==> config.mk <==
export PLATFORM = sky130hd
export DESIGN_NAME = cpu_bus_ctl_flat
export DESIGN_NICKNAME = d
export VERILOG_FILES = /design/src/rtl/cpu_bus_pkg.sv /design/src/rtl/cpu_bus_ctl_if.sv /design/src/rtl/cpu_eq_gen.sv /design/src/rtl/cpu_bus_ctl.sv /design/src/flat_wrapper.sv
export SDC_FILE = /design/constraint.sdc
export NUM_CORES = 1
export LEC_CHECK = 0
export CAP_MARGIN = 20
export CORE_MARGIN = 8
export CORE_UTILIZATION = 25
export DETAILED_ROUTE_END_ITERATION = 8
export HOLD_SLACK_MARGIN = 0.15
export MAX_ROUTING_LAYER = met4
export PLACE_DENSITY_LB_ADDON = 0.3
export SKIP_LAST_GASP = 1
export SLEW_MARGIN = 15
export SYNTH_ARGS = -nofsm -noshare
export SYNTH_HDL_FRONTEND = slang
export SYNTH_SLANG_ARGS = --single-unit
==> constraint.sdc <==
create_clock -name clk -period 4.5 [get_ports clk]
set_input_delay 0.675 -clock clk [delete_from_list [all_inputs] [get_ports clk]]
set_output_delay 0.675 -clock clk [all_outputs]
set_load 0.1 [all_outputs]
==> src/rtl/cpu_bus_pkg.sv <==
// Shared types for the 6809-style E/Q clock generator and bus arbiter:
// arbiter state enum, phase encoding constants and the phase-to-clock map.
package cpu_bus_pkg;

  typedef enum logic [1:0] {
    ARB_IDLE  = 2'd0,
    ARB_HREQ  = 2'd1,
    ARB_GRANT = 2'd2,
    ARB_HREL  = 2'd3
  } arb_state_t;

  localparam logic [1:0] PH0 = 2'd0;
  localparam logic [1:0] PH1 = 2'd1;
  localparam logic [1:0] PH2 = 2'd2;
  localparam logic [1:0] PH3 = 2'd3;

  typedef struct packed {
    logic e;
    logic q;
  } eq_t;

  function automatic eq_t phase_to_eq(input logic [1:0] ph);
    eq_t r;
    r = '0;
    case (ph)
      PH0: begin r.e = 1'b0; r.q = 1'b0; end
      PH1: begin r.e = 1'b0; r.q = 1'b1; end
      PH2: begin r.e = 1'b1; r.q = 1'b1; end
      default: begin r.e = 1'b1; r.q = 1'b0; end
    endcase
    return r;
  endfunction

  // The CPU keeps its buffers on the bus until the grant is actually given.
  function automatic logic cpu_owns_bus(input arb_state_t st);
    return (st == ARB_IDLE) || (st == ARB_HREQ);
  endfunction

endpackage

==> src/rtl/cpu_bus_ctl_if.sv <==
// CPU-side status, external requests, generated clocks, grants and strobes
// bundled for the bus controller.
interface cpu_bus_ctl_if #(
  parameter int NMASTERS = 2
);
  logic                rnw;
  logic                ba;
  logic                bs;
  logic [NMASTERS-1:0] req;
  logic                e;
  logic                q;
  logic                efall;
  logic                halt_n;
  logic [NMASTERS-1:0] gnt;
  logic                busoe_n;
  logic                rde_n;
  logic                rdqe_n;
  logic                wtqe_n;

  modport master (
    input  rnw, ba, bs, req,
    output e, q, efall, halt_n, gnt, busoe_n, rde_n, rdqe_n, wtqe_n
  );

  modport slave (
    output rnw, ba, bs, req,
    input  e, q, efall, halt_n, gnt, busoe_n, rde_n, rdqe_n, wtqe_n
  );
endinterface

==> src/rtl/cpu_eq_gen.sv <==
// E/Q quadrature clock generator: DIV-clock prescaler, 2-bit phase, registered
// E/Q and a one-clock EFALL enable on the last clock before E falls.
module cpu_eq_gen
  import cpu_bus_pkg::*;
#(
  parameter int DIV = 4
) (
  input  logic       clk,
  input  logic       rst,
  output logic       e,
  output logic       q,
  output logic       efall,
  output logic [1:0] phase_next
);

  localparam int            CW       = (DIV > 1) ? $clog2(DIV) : 1;
  localparam logic [CW-1:0] CNT_LAST = CW'(DIV - 1);

  generate
    if (DIV < 1 || DIV > 16) begin : g_div_check
      $error("cpu_eq_gen: DIV=%0d outside legal range 1..16", DIV);
    end
  endgenerate

  logic [CW-1:0] cnt_reg, cnt_next;
  logic [1:0]    phase_reg;
  logic          e_reg, q_reg, efall_reg;
  logic          efall_next;
  eq_t           eq_next;

  always_comb begin
    cnt_next   = cnt_reg + CW'(1);
    phase_next = phase_reg;
    if (cnt_reg == CNT_LAST) begin
      cnt_next   = '0;
      phase_next = phase_reg + 2'd1;
    end
  end

  // Clocks are decoded from next-state so E/Q leave a flop, never a gate.
  assign eq_next    = phase_to_eq(phase_next);
  assign efall_next = (phase_next == PH3) && (cnt_next == CNT_LAST);

  always_ff @(posedge clk or posedge rst) begin
    if (rst) begin
      cnt_reg   <= '0;
      phase_reg <= PH0;
      e_reg     <= 1'b0;
      q_reg     <= 1'b0;
      efall_reg <= 1'b0;
    end else begin
      cnt_reg   <= cnt_next;
      phase_reg <= phase_next;
      e_reg     <= eq_next.e;
      q_reg     <= eq_next.q;
      efall_reg <= efall_next;
    end
  end

  assign e     = e_reg;
  assign q     = q_reg;
  assign efall = efall_reg;

endmodule

==> src/rtl/cpu_bus_ctl.sv <==
// CPU bus controller: E/Q generation, HALT-based bus arbitration for external
// masters, and registered read/write strobes gated by bus ownership.
module cpu_bus_ctl
  import cpu_bus_pkg::*;
#(
  parameter int DIV      = 4,
  parameter int NMASTERS = 2
) (
  input  logic           clk,
  input  logic           rst,
  cpu_bus_ctl_if.master  bus
);

  localparam int WW = (NMASTERS > 1) ? $clog2(NMASTERS) : 1;

  arb_state_t    state_reg, state_next;
  logic [WW-1:0] winner_reg, winner_next;
  logic [WW-1:0] lowest_req;
  logic          winner_req;
  logic [1:0]    phase_next;
  logic          efall;
  logic          halt_n, busoe_n, grant_on;
  logic          rde_n_reg, rdqe_n_reg, wtqe_n_reg;
  logic          cpu_next;
  eq_t           eq_next;

  cpu_eq_gen #(
    .DIV (DIV)
  ) u_eq_gen (
    .clk        (clk),
    .rst        (rst),
    .e          (bus.e),
    .q          (bus.q),
    .efall      (efall),
    .phase_next (phase_next)
  );

  assign bus.efall = efall;

  generate
    if (NMASTERS < 1 || NMASTERS > 4) begin : g_nm_check
      $error("cpu_bus_ctl: NMASTERS=%0d outside legal range 1..4", NMASTERS);
    end
    if (NMASTERS == 1) begin : g_single
      assign lowest_req = '0;
      assign winner_req = bus.req[0];
    end else begin : g_multi
      always_comb begin
        lowest_req = '0;
        for (int i = NMASTERS - 1; i >= 0; i--) begin
          if (bus.req[i]) lowest_req = WW'(i);
        end
      end
      assign winner_req = bus.req[winner_reg];
    end
    for (genvar gi = 0; gi < NMASTERS; gi++) begin : g_gnt
      assign bus.gnt[gi] = grant_on && (winner_reg == WW'(gi));
    end
  endgenerate

  always_ff @(posedge clk or posedge rst) begin
    if (rst) begin
      state_reg  <= ARB_IDLE;
      winner_reg <= '0;
    end else begin
      state_reg  <= state_next;
      winner_reg <= winner_next;
    end
  end

  // Every decision is taken at a CPU cycle boundary so HALT/BA stay coherent.
  always_comb begin
    state_next  = state_reg;
    winner_next = winner_reg;
    if (efall) begin
      case (state_reg)
        ARB_IDLE: begin
          if (|bus.req) begin
            winner_next = lowest_req;
            state_next  = ARB_HREQ;
          end
        end
        ARB_HREQ: begin
          if (!winner_req)              state_next = ARB_HREL;
          else if (bus.ba && bus.bs)    state_next = ARB_GRANT;
        end
        ARB_GRANT: begin
          if (!winner_req) state_next = ARB_HREL;
        end
        ARB_HREL: begin
          if (!bus.ba) state_next = ARB_IDLE;
        end
        default: state_next = ARB_IDLE;
      endcase
    end
  end

  always_comb begin
    halt_n   = 1'b1;
    busoe_n  = 1'b0;
    grant_on = 1'b0;
    case (state_reg)
      ARB_HREQ:  halt_n = 1'b0;
      ARB_GRANT: begin
        halt_n   = 1'b0;
        busoe_n  = 1'b1;
        grant_on = 1'b1;
      end
      ARB_HREL:  busoe_n = 1'b1;
      default: ;
    endcase
  end

  assign bus.halt_n  = halt_n;
  assign bus.busoe_n = busoe_n;

  // Strobes use next phase and next ownership so they line up with E/Q.
  assign eq_next  = phase_to_eq(phase_next);
  assign cpu_next = cpu_owns_bus(state_next);

  always_ff @(posedge clk or posedge rst) begin
    if (rst) begin
      rde_n_reg  <= 1'b1;
      rdqe_n_reg <= 1'b1;
      wtqe_n_reg <= 1'b1;
    end else begin
      rde_n_reg  <= ~(cpu_next &  bus.rnw & eq_next.e);
      rdqe_n_reg <= ~(cpu_next &  bus.rnw & (eq_next.e | eq_next.q));
      wtqe_n_reg <= ~(cpu_next & ~bus.rnw & eq_next.e & eq_next.q);
    end
  end

  assign bus.rde_n  = rde_n_reg;
  assign bus.rdqe_n = rdqe_n_reg;
  assign bus.wtqe_n = wtqe_n_reg;

endmodule

==> src/flat_wrapper.sv <==
// flat-port wrapper written by rule: the top's interface ports become plain ports
module cpu_bus_ctl_flat import cpu_bus_pkg::*;
#(
  parameter int DIV      = 4,
  parameter int NMASTERS = 2
)
  (clk, rst, bus_rnw, bus_ba, bus_bs, bus_req, bus_e, bus_q, bus_efall, bus_halt_n, bus_gnt, bus_busoe_n, bus_rde_n, bus_rdqe_n, bus_wtqe_n);
  cpu_bus_ctl_if #(.NMASTERS(NMASTERS)) bus_i ();
  input  logic clk;
  input  logic rst;
  input wire logic [$bits(bus_i.rnw)-1:0] bus_rnw;
  input wire logic [$bits(bus_i.ba)-1:0] bus_ba;
  input wire logic [$bits(bus_i.bs)-1:0] bus_bs;
  input wire logic [$bits(bus_i.req)-1:0] bus_req;
  output wire logic [$bits(bus_i.e)-1:0] bus_e;
  output wire logic [$bits(bus_i.q)-1:0] bus_q;
  output wire logic [$bits(bus_i.efall)-1:0] bus_efall;
  output wire logic [$bits(bus_i.halt_n)-1:0] bus_halt_n;
  output wire logic [$bits(bus_i.gnt)-1:0] bus_gnt;
  output wire logic [$bits(bus_i.busoe_n)-1:0] bus_busoe_n;
  output wire logic [$bits(bus_i.rde_n)-1:0] bus_rde_n;
  output wire logic [$bits(bus_i.rdqe_n)-1:0] bus_rdqe_n;
  output wire logic [$bits(bus_i.wtqe_n)-1:0] bus_wtqe_n;
  assign bus_i.rnw = bus_rnw;
  assign bus_i.ba = bus_ba;
  assign bus_i.bs = bus_bs;
  assign bus_i.req = bus_req;
  assign bus_e = bus_i.e;
  assign bus_q = bus_i.q;
  assign bus_efall = bus_i.efall;
  assign bus_halt_n = bus_i.halt_n;
  assign bus_gnt = bus_i.gnt;
  assign bus_busoe_n = bus_i.busoe_n;
  assign bus_rde_n = bus_i.rde_n;
  assign bus_rdqe_n = bus_i.rdqe_n;
  assign bus_wtqe_n = bus_i.wtqe_n;
  cpu_bus_ctl #(.DIV(DIV), .NMASTERS(NMASTERS)) u_core (.clk(clk), .rst(rst), .bus(bus_i));
endmodule
==> impl_metrics.tcl, run 1 <==
set metrics [dict create \
    rr_worst_depth 7 \
    yosys.area.top_type "dfrtp_1" \
    hold_buffers 0 \
    max_slew_margin_pct 34.7 \
    slowest_delay_ns 1.14 \
    gp_congestion 0.719 \
    whs_endpoint "u_core.u_eq_gen.cnt_reg[0]$_DFF_PP0_" \
    grt_antenna_before_repair 0 \
    htree_levels 1 \
    synth_ff_type "dfrtp_1" \
    fp.dieW_um 69.9 \
    coreArea_mm2 0.00276 \
    arrival_ns 2.34 \
    fin_nets 105 \
    hold_start "u_core.u_eq_gen.cnt_reg[0]$_DFF_PP0_" \
    post_drt_wl_per_cell_um 11.6 \
    drcViolationCount 0 \
    synth_top_family_by_area "simple AND/OR/NAND/NOR gates" \
    die_area_mm2 0.00489 \
    grtUsageTotal_pct 6.04 \
    rows 19 \
    die_h_um 69.9 \
    synth_common_cells "10 x dfrtp_1, 10 x ha_1, 10 x inv_1" \
    synth-compound-area-share_pct 10.3 \
    dpl_cell_area_um2 926 \
    drive_gt1_share_pct 13.8 \
    yosysWarnings 0 \
    routed_wl_um 1370 \
    cp_max_fo 6 \
    numCtsBuffers 3 \
    finClkSkew_ns 0.00847 \
    powerDensity_mw_per_mm2 232 \
    max_slew.worst_pin.slew_ns 0.976 \
    drt_first_pass_iters 4 \
    synth_edf_count 0 \
    clockBufferDepth 2 \
    postSynth.asyncResetShare_pct 100 \
    holdPathStages 1 \
    postRouteAntennaNets 0 \
    area_growth_syn_to_layout_pct 31.0 \
    first_global_vias 571 \
    p_leak_nw 0.446 \
    synth_simple_gate_area_share_pct 18.2 \
    clock-root-buffer "clkbuf_4" \
    period_minus_slack_ns 3.01 \
    clk_pin_slew_ns 0.07 \
    top_level_ports 17 \
    cts.sinks 13 \
    crit_chain "inv_1 > ha_1 > nor2b_1 > clkdlybuf4s50_1" \
    post-route-period-util_pct 67.0 \
    ir_drop_v 0.000134 \
    postCtsSetupRepairBufs 0 \
    dr_total_vias 540 \
    syn-num-nets 84 \
    syn_area_per_cell_um2 10.8 \
    maxSlewViolCount 0 \
    yosysUniqueCellTypes 24 \
    syn_area_um2 727 \
    insertedDiodeCount 0 \
    initial_core_util_pct 26.4 \
    synth_xor_area_share_pct 2.41 \
    r2r-start "u_core.u_eq_gen.cnt_reg[0]$_DFF_PP0_" \
    fin_tns_setup_ns 0 \
    rsz0062_at_grt "no" \
    worstReg2RegEnd "u_core.bus.wtqe_n$_DFF_PP1_" \
    worst_path_max_delay_cell "clkdlybuf4s50_1" \
    grt_pass1_wl_um 2450 \
    synthCells 67 \
    synth_top_cell_area_share_pct 34.4 \
    r2r_slack_ns 2.71 \
    seqCellArea_um2 329 \
    ys_seq_elements 13 \
    start_kind "flip-flop" \
    critPathKind "reg2out" \
    overflow 0 \
    cp-end-kind "output pin" \
    hold_viol 0 \
    cts_tree "built" \
    post_cts_resized 0 \
    vias_per_cell 4.58 \
    seq_area_frac_synth_pct 45.3 \
    fillers 289 \
    status "finished, final reports clean" \
    port_buffers 16 \
    cp.required_ns 3.83 \
    first_iter_violations 6 \
    dp_hpwl_um 1150 \
    hp-class "reg2reg" \
    synth.area.mux_share_pct 1.38 \
    synthTopCellsByArea "dfrtp_1 34%, ha_1 17%, dfstp_2 11%" \
    multi_input_area_um2 360 \
    grt_max_degree 14 \
    synth_adder_area_share_pct 17.2 \
    max_cap_violations 0 \
    setup-violations-final 0 \
    final_area_um2 952 \
    insertion_delay_ns 0.27 \
    fmax_mhz 332 \
]
==> layout make-up <==
type | count | share of cell area [%]
Inverter | 10 | 3.94
Sequential cell | 13 | 34.6
Clock buffer | 4 | 2.76
Multi-Input combinational cell | 44 | 37.8
Tap cell | 31 | 4.07
Timing Repair Buffer | 16 | 16.8
==> worst max-delay path: cells and delay by family, from the launching register on <==
kind | cells | cell delay, ns
buffers and inverters | 2 | 1.26
DFF | 1 | 0.43
adders and majority gates | 1 | 0.24
and+or+nand+nor | 1 | 0.14
==> metal layers <==
metal	track usage, %	share of wire (%)	vias up
met5	-	0	-
met4	2.46	0.51	0
met1	6.97	47	256
li1	-	-	270
met3	2.40	5.3	2
met2	9.14	47	12
==> per-stage QoR <==
stage	setup slack, ns	hold slack, ns	utilization (%)	power [mW]	instances
global placement	1.81	0.443	33.6	0.154	114
finish	1.49	0.467	34.5	0.221	118
floorplan	1.75	0.432	-	0.142	67
global route	1.39	0.511	34.5	0.232	118
detailed placement	1.75	0.463	33.6	0.155	114
CTS	1.46	0.472	34.5	0.225	118
==> worst max path at each step <==
stage | from | to
global placement | u_core.state_reg[0]$_DFF_PP0_ | bus_gnt[0]
finish | u_core.state_reg[0]$_DFF_PP0_ | bus_gnt[0]
detailed placement | u_core.state_reg[0]$_DFF_PP0_ | bus_gnt[0]
floorplan | u_core.state_reg[0]$_DFF_PP0_ | bus_gnt[0]
CTS | u_core.state_reg[0]$_DFF_PP0_ | bus_gnt[0]
global route | u_core.state_reg[0]$_DFF_PP0_ | bus_gnt[0]
==> cell families (layout without fill, tap and decap cells) <==
kind of cell / count (synthesis) / count (layout)
flops: 13 / 13
compound gates: 9 / 9
mux: 1 / 1
simple gates: 22 / 22
fa+ha+maj: 10 / 10
buf+inv: 10 / 30
xor+xnor: 2 / 2
==> placed cells by master (no fill, tap or decap) <==
| cell | instances |
|---|---|
| nor3b_1 | 1 |
| nor2b_1 | 3 |
| nand3_1 | 1 |
| a21oi_1 | 1 |
| and2_1 | 2 |
| a21o_1 | 1 |
| o2111ai_1 | 1 |
| dfstp_2 | 3 |
| nor2_1 | 1 |
| xnor2_1 | 2 |
| nand2_1 | 5 |
| ha_1 | 10 |
| nand4b_1 | 1 |
| inv_1 | 10 |
| clkbuf_4 | 3 |
| a221o_2 | 1 |
| a211oi_1 | 2 |
| nand4_1 | 2 |
| or3b_1 | 2 |
| a221oi_2 | 1 |
| clkbuf_1 | 1 |
| or2_4 | 1 |
| mux2i_1 | 1 |
| a31oi_1 | 2 |
| dfrtp_1 | 10 |
| or2_2 | 3 |
| clkdlybuf4s50_1 | 16 |
==> report_power, final <==
part / total (mW) / internal, mW / switching [mW] / leakage [nW]
Sequential: 0.118 / 0.117 / 0.000893 / 0.161
Clock: 0.0684 / 0.0343 / 0.0342 / 0.0150
Combinational: 0.0337 / 0.0113 / 0.0225 / 0.271
Total: 0.221 / 0.163 / 0.0575 / 0.446
Power figures use the tool's default switching activity.
==> inputs of run 2 (changes only) <==
==> constraint.sdc (replaced) <==
create_clock -name clk -period 3.15 [get_ports clk]
set_input_delay 0.4725 -clock clk [delete_from_list [all_inputs] [get_ports clk]]
set_output_delay 0.4725 -clock clk [all_outputs]
set_load 0.1 [all_outputs]
==> impl_metrics.tcl, run 2 (synthesized netlist as in run 1, its figures left out) <==
set metrics [dict create \
    cp_max_fo 6 \
    dr_total_vias 519 \
    max_slew_margin_pct 66.8 \
    setup-violations-final 0 \
    drive_gt1_share_pct 25.3 \
    ir_drop_v 0.000176 \
    rsz0062_at_grt "no" \
    gp_congestion 0.710 \
    grt_antenna_before_repair 0 \
    status "finished, final reports clean" \
    grtUsageTotal_pct 6.17 \
    hold_ws_ns 0.467 \
    clk_pin_slew_ns 0.07 \
    cp.required_ns 2.68 \
    slowest_delay_ns 0.42 \
    area_growth_syn_to_layout_pct 27.5 \
    fin_tns_setup_ns 0 \
    post_cts_resized 0 \
    r2r_slack_ns 1.32 \
    worst_path_max_delay_cell "dfrtp_1" \
    power.internal_mw 0.232 \
    hold_start "u_core.u_eq_gen.cnt_reg[0]$_DFF_PP0_" \
    p_leak_nw 0.456 \
    post-route-period-util_pct 64.5 \
    post_drt_wl_per_cell_um 11.4 \
    port_buffers 16 \
    dp_cells 114 \
    cts_tree "built" \
    postCtsSetupRepairBufs 0 \
    first_iter_violations 27 \
    fillers 295 \
    top_level_ports 17 \
    maxSlewViolCount 0 \
    max_slew.worst_pin.slew_ns 0.497 \
    die_h_um 69.9 \
    vias_per_cell 4.40 \
    r2r-start "u_core.u_eq_gen.cnt_reg[0]$_DFF_PP0_" \
    p_comb_share_pct 15.0 \
    cp-end-kind "output pin" \
    routed_wl_um 1350 \
    power_frac_clock_pct 31.1 \
    finClkSkew_ns 0.000594 \
    htree_levels 1 \
    hold_viol 0 \
    grt_pass1_wl_um 2530 \
    finalNonFillerCells 118 \
    numCtsBuffers 3 \
    crit_buf_inv 2 \
    rr_worst_depth 7 \
    p_sw_share_pct 26.0 \
    max_cap_violations 0 \
    clockBufferDepth 2 \
    coreArea_mm2 0.00276 \
    powerDensity_mw_per_mm2 338 \
    insertedDiodeCount 0 \
    first_global_vias 583 \
    hold_buffers 0 \
    startpoint "u_core.state_reg[0]$_DFF_PP0_" \
    dp_hpwl_um 1110 \
    fp.dieW_um 69.9 \
    postRouteAntennaNets 0 \
    grt_max_degree 14 \
    die_area_mm2 0.00489 \
    path_delay_family "flip-flops" \
    arrival_ns 1.56 \
    fmax_mhz 492 \
    clock-root-buffer "clkbuf_4" \
    worstReg2RegEnd "u_core.bus.wtqe_n$_DFF_PP1_" \
    critPathKind "reg2out" \
    whs_endpoint "u_core.u_eq_gen.cnt_reg[0]$_DFF_PP0_" \
    drcViolationCount 0 \
    power.switching_mw 0.0815 \
    holdPathStages 1 \
    p_seq_share_pct 53.9 \
    overflow 0 \
    period_minus_slack_ns 2.03 \
    cts.sinks 13 \
    crit_chain "inv_1 > ha_1 > or2_2 > buf_4" \
    initial_core_util_pct 26.4 \
    insertion_delay_ns 0.26 \
    rows 19 \
    start_kind "flip-flop" \
    layout_common_cells "10 x inv_1, 10 x ha_1, 10 x buf_4, 10 x dfrtp_1, 6 x clkdlybuf4s50_1" \
    hp-class "reg2reg" \
    drt_first_pass_iters 2 \
    fin_nets 105 \
]
## run 2: changes by cell type in the layout (fill, tap and decap cells not counted)
cell | previous run | this run
buf_4 | 0 | 10
clkdlybuf4s50_1 | 16 | 6
## run 2: metal layers
layer	vias to the layer above	global-route usage, %	wire, um
li1	267	-	-
met1	242	7.33	637
met2	10	9.75	634
met3	0	1.84	76
met4	0	2.01	0
met5	-	-	0
## run 2: worst max path at each step
| stage | endpoint | slack (ns) | depth (start not counted) |
|---|---|---|---|
| detailed placement | u_core.bus.wtqe_n$_DFF_PP1_ | 1.34 | 7 |
| global placement | u_core.bus.rdqe_n$_DFF_PP1_ | 1.38 | 4 |
| finish | bus_busoe_n | 1.12 | 4 |
| CTS | bus_busoe_n | 1.09 | 4 |
| floorplan | bus_gnt[0] | 0.61 | 3 |
| global route | bus_busoe_n | 1.02 | 4 |
## run 2: metrics by stage
step	power, mW	worst slack [ns]	instance area (um^2)	util, %
3_5_place_dp	0.220	1.34	901	32.7
5_1_grt	0.332	1.02	927	33.6
4_1_cts	0.322	1.09	927	33.6
6_report	0.313	1.12	927	33.6
2_1_floorplan	0.204	0.606	727	-
3_3_place_gp	0.220	1.38	901	32.7
## run 2: final cells by class
class,instances,area [um^2],area share [%]
Inverter,10,37.5,4.05
Multi-Input combinational cell,44,360,38.9
Clock buffer,4,26.3,2.83
Sequential cell,13,329,35.5
Timing Repair Buffer,16,135,14.6
Tap cell,31,38.8,4.18
## run 2: power groups by stage
stage / combinational, mW / sequential (mW) / clock [mW]
2_1_floorplan: 0.0317 / 0.172 / 0
3_3_place_gp: 0.0476 / 0.172 / 0
3_5_place_dp: 0.0478 / 0.172 / 0
4_1_cts: 0.0479 / 0.169 / 0.105
5_1_grt: 0.0504 / 0.169 / 0.112
6_report: 0.0470 / 0.169 / 0.0975
## run 2: worst register-to-register path, cell delays in order (launching register included)
cell	delay, ns
dfrtp_1	0.40
ha_1	0.24
xnor2_1	0.29
inv_1	0.11
ha_1	0.20
or2_2	0.31
nor3b_1	0.14
nand4_1	0.09
==> inputs of run 3 (changes only) <==
==> constraint.sdc (replaced) <==
create_clock -name clk -period 1.7 [get_ports clk]
set_input_delay 0.255 -clock clk [delete_from_list [all_inputs] [get_ports clk]]
set_output_delay 0.255 -clock clk [all_outputs]
set_load 0.1 [all_outputs]
==> impl_metrics.tcl, run 3 (synthesized netlist as in run 1, its figures left out) <==
set metrics [dict create \
    status "finished, final reports clean" \
    arrival_ns 1.41 \
    setup-violations-final 0 \
    finClkSkew_ns 0.00218 \
    insertedDiodeCount 0 \
    drive_gt1_share_pct 47.4 \
    fmax_mhz 599 \
    initial_core_util_pct 26.4 \
    postRouteAntennaNets 0 \
    mostFrequentLayoutCell "buf_12" \
    critPathKind "reg2out" \
    top_level_ports 17 \
    port_buffers 16 \
    rsz0062_at_grt "yes" \
    p_leak_nw 0.550 \
    gp_congestion 0.700 \
    ir_drop_v 0.000366 \
    grt_max_degree 14 \
    hp-class "in2async" \
    vias_per_cell 4.51 \
    layout_common_cells "10 x buf_12, 8 x buf_4, 8 x dfrtp_1" \
    die_area_mm2 0.00489 \
    max_slew_margin_pct 67.0 \
    startpoint "u_core.state_reg[1]$_DFF_PP0_" \
    grt_antenna_before_repair 0 \
    path_delay_family "flip-flops" \
    htree_levels 1 \
    start_kind "flip-flop" \
    clockBufferDepth 2 \
    fp.dieW_um 69.9 \
    cts.sinks 13 \
    postLayoutCoreUtil_pct 43.1 \
    powerDensity_mw_per_mm2 517 \
    crit_buf_inv 1 \
    clk_pin_slew_ns 0.07 \
    fin_nets 113 \
    clock-root-buffer "clkbuf_4" \
    die_h_um 69.9 \
    timing.final.ws_setup_ns 0.0317 \
    rows 19 \
    cts_tree "built" \
    period_minus_slack_ns 1.67 \
    grtUsageTotal_pct 7.46 \
    dp_hpwl_um 1250 \
    coreArea_mm2 0.00276 \
    grt_pass1_wl_um 2870 \
    cp-end-kind "output pin" \
    crit_chain "ha_2 > or2_2 > buf_12" \
    post_drt_wl_per_cell_um 12.9 \
    cp_max_fo 3 \
    drcViolationCount 0 \
    maxSlewViolCount 0 \
    first_global_vias 624 \
    routed_wl_um 1630 \
    pre_cts_slack_ns -0.0247 \
    max_slew.worst_pin.slew_ns 0.494 \
    cp.required_ns 1.44 \
    insertion_delay_ns 0.27 \
    numCtsBuffers 3 \
    fillers 272 \
    hold_viol 0 \
    max_cap_violations 0 \
    dr_total_vias 568 \
    r2r_slack_ns 0.04 \
    area_growth_syn_to_layout_pct 63.7 \
    first_iter_violations 23 \
    slowest_delay_ns 0.44 \
    r2r-start "u_core.state_reg[0]$_DFF_PP0_" \
    worst_path_max_delay_cell "dfrtp_2" \
    overflow 0 \
    post-route-period-util_pct 98.1 \
    drt_first_pass_iters 4 \
]
==> run 3: cell types whose count changed in the layout (fill, tap and decap cells not counted), sizes merged <==
cell and delta:
buf +8
==> run 3: stage by stage <==
stage | hold WS, ns | instances | total power [mW] | area [um^2] | TNS (ns)
2_1_floorplan | 0.130 | 67 | 0.379 | 737 | 0
3_3_place_gp | 0.440 | 117 | 0.423 | 1060 | 0
5_1_grt | 0.347 | 126 | 0.650 | 1190 | -0.0278
3_5_place_dp | 0.468 | 117 | 0.425 | 1060 | -0.0247
4_1_cts | 0.327 | 123 | 0.622 | 1120 | -0.0164
6_report | 0.310 | 126 | 0.615 | 1190 | 0
==> run 3: cell type report <==
cell class	instances	area, um^2	area share (%)
clock buffer	4	26.3	2.21
inverter	10	37.5	3.15
timing repair buffer	24	320	26.9
tap	31	38.8	3.26
multi-input combinational	44	435	36.6
sequential	13	332	27.9
==> run 3: power by group <==
group | leakage, nW | switching, mW | internal, mW
registers | 0.159 | 0.00164 | 0.311
clock network | 0.0150 | 0.0930 | 0.0910
logic | 0.377 | 0.0678 | 0.0506
==> run 3: final timing paths <==
path	endpoint	cells past startpoint
min reg2reg	u_core.u_eq_gen.cnt_reg[0]$_DFF_PP0_	2
min	u_core.u_eq_gen.cnt_reg[0]$_DFF_PP0_	2
min in group clk	u_core.u_eq_gen.cnt_reg[0]$_DFF_PP0_	2
max	bus_busoe_n	3
max reg2reg	u_core.state_reg[0]$_DFF_PP0_	6
max in group asynchronous	u_core.state_reg[1]$_DFF_PP0_	2
==> run 3: repair_timing <==
| action | CTS | global route |
|---|---|---|
| pin swaps | 1 | 2 |
| setup endpoints to repair | 5 | 7 |
| setup buffers | 2 | 3 |
| resized for setup | 5 | 10 |
| hold buffers | 0 | 0 |
==> run 3: per-layer routing <==
| metal | up-vias | track usage (%) | part of all wire (%) |
|---|---|---|---|
| met4 | 0 | 4.02 | 1.0 |
| li1 | 281 | - | - |
| met3 | 2 | 2.97 | 6.0 |
| met5 | - | - | 0 |
| met2 | 14 | 13.3 | 53 |
| met1 | 271 | 6.61 | 40 |
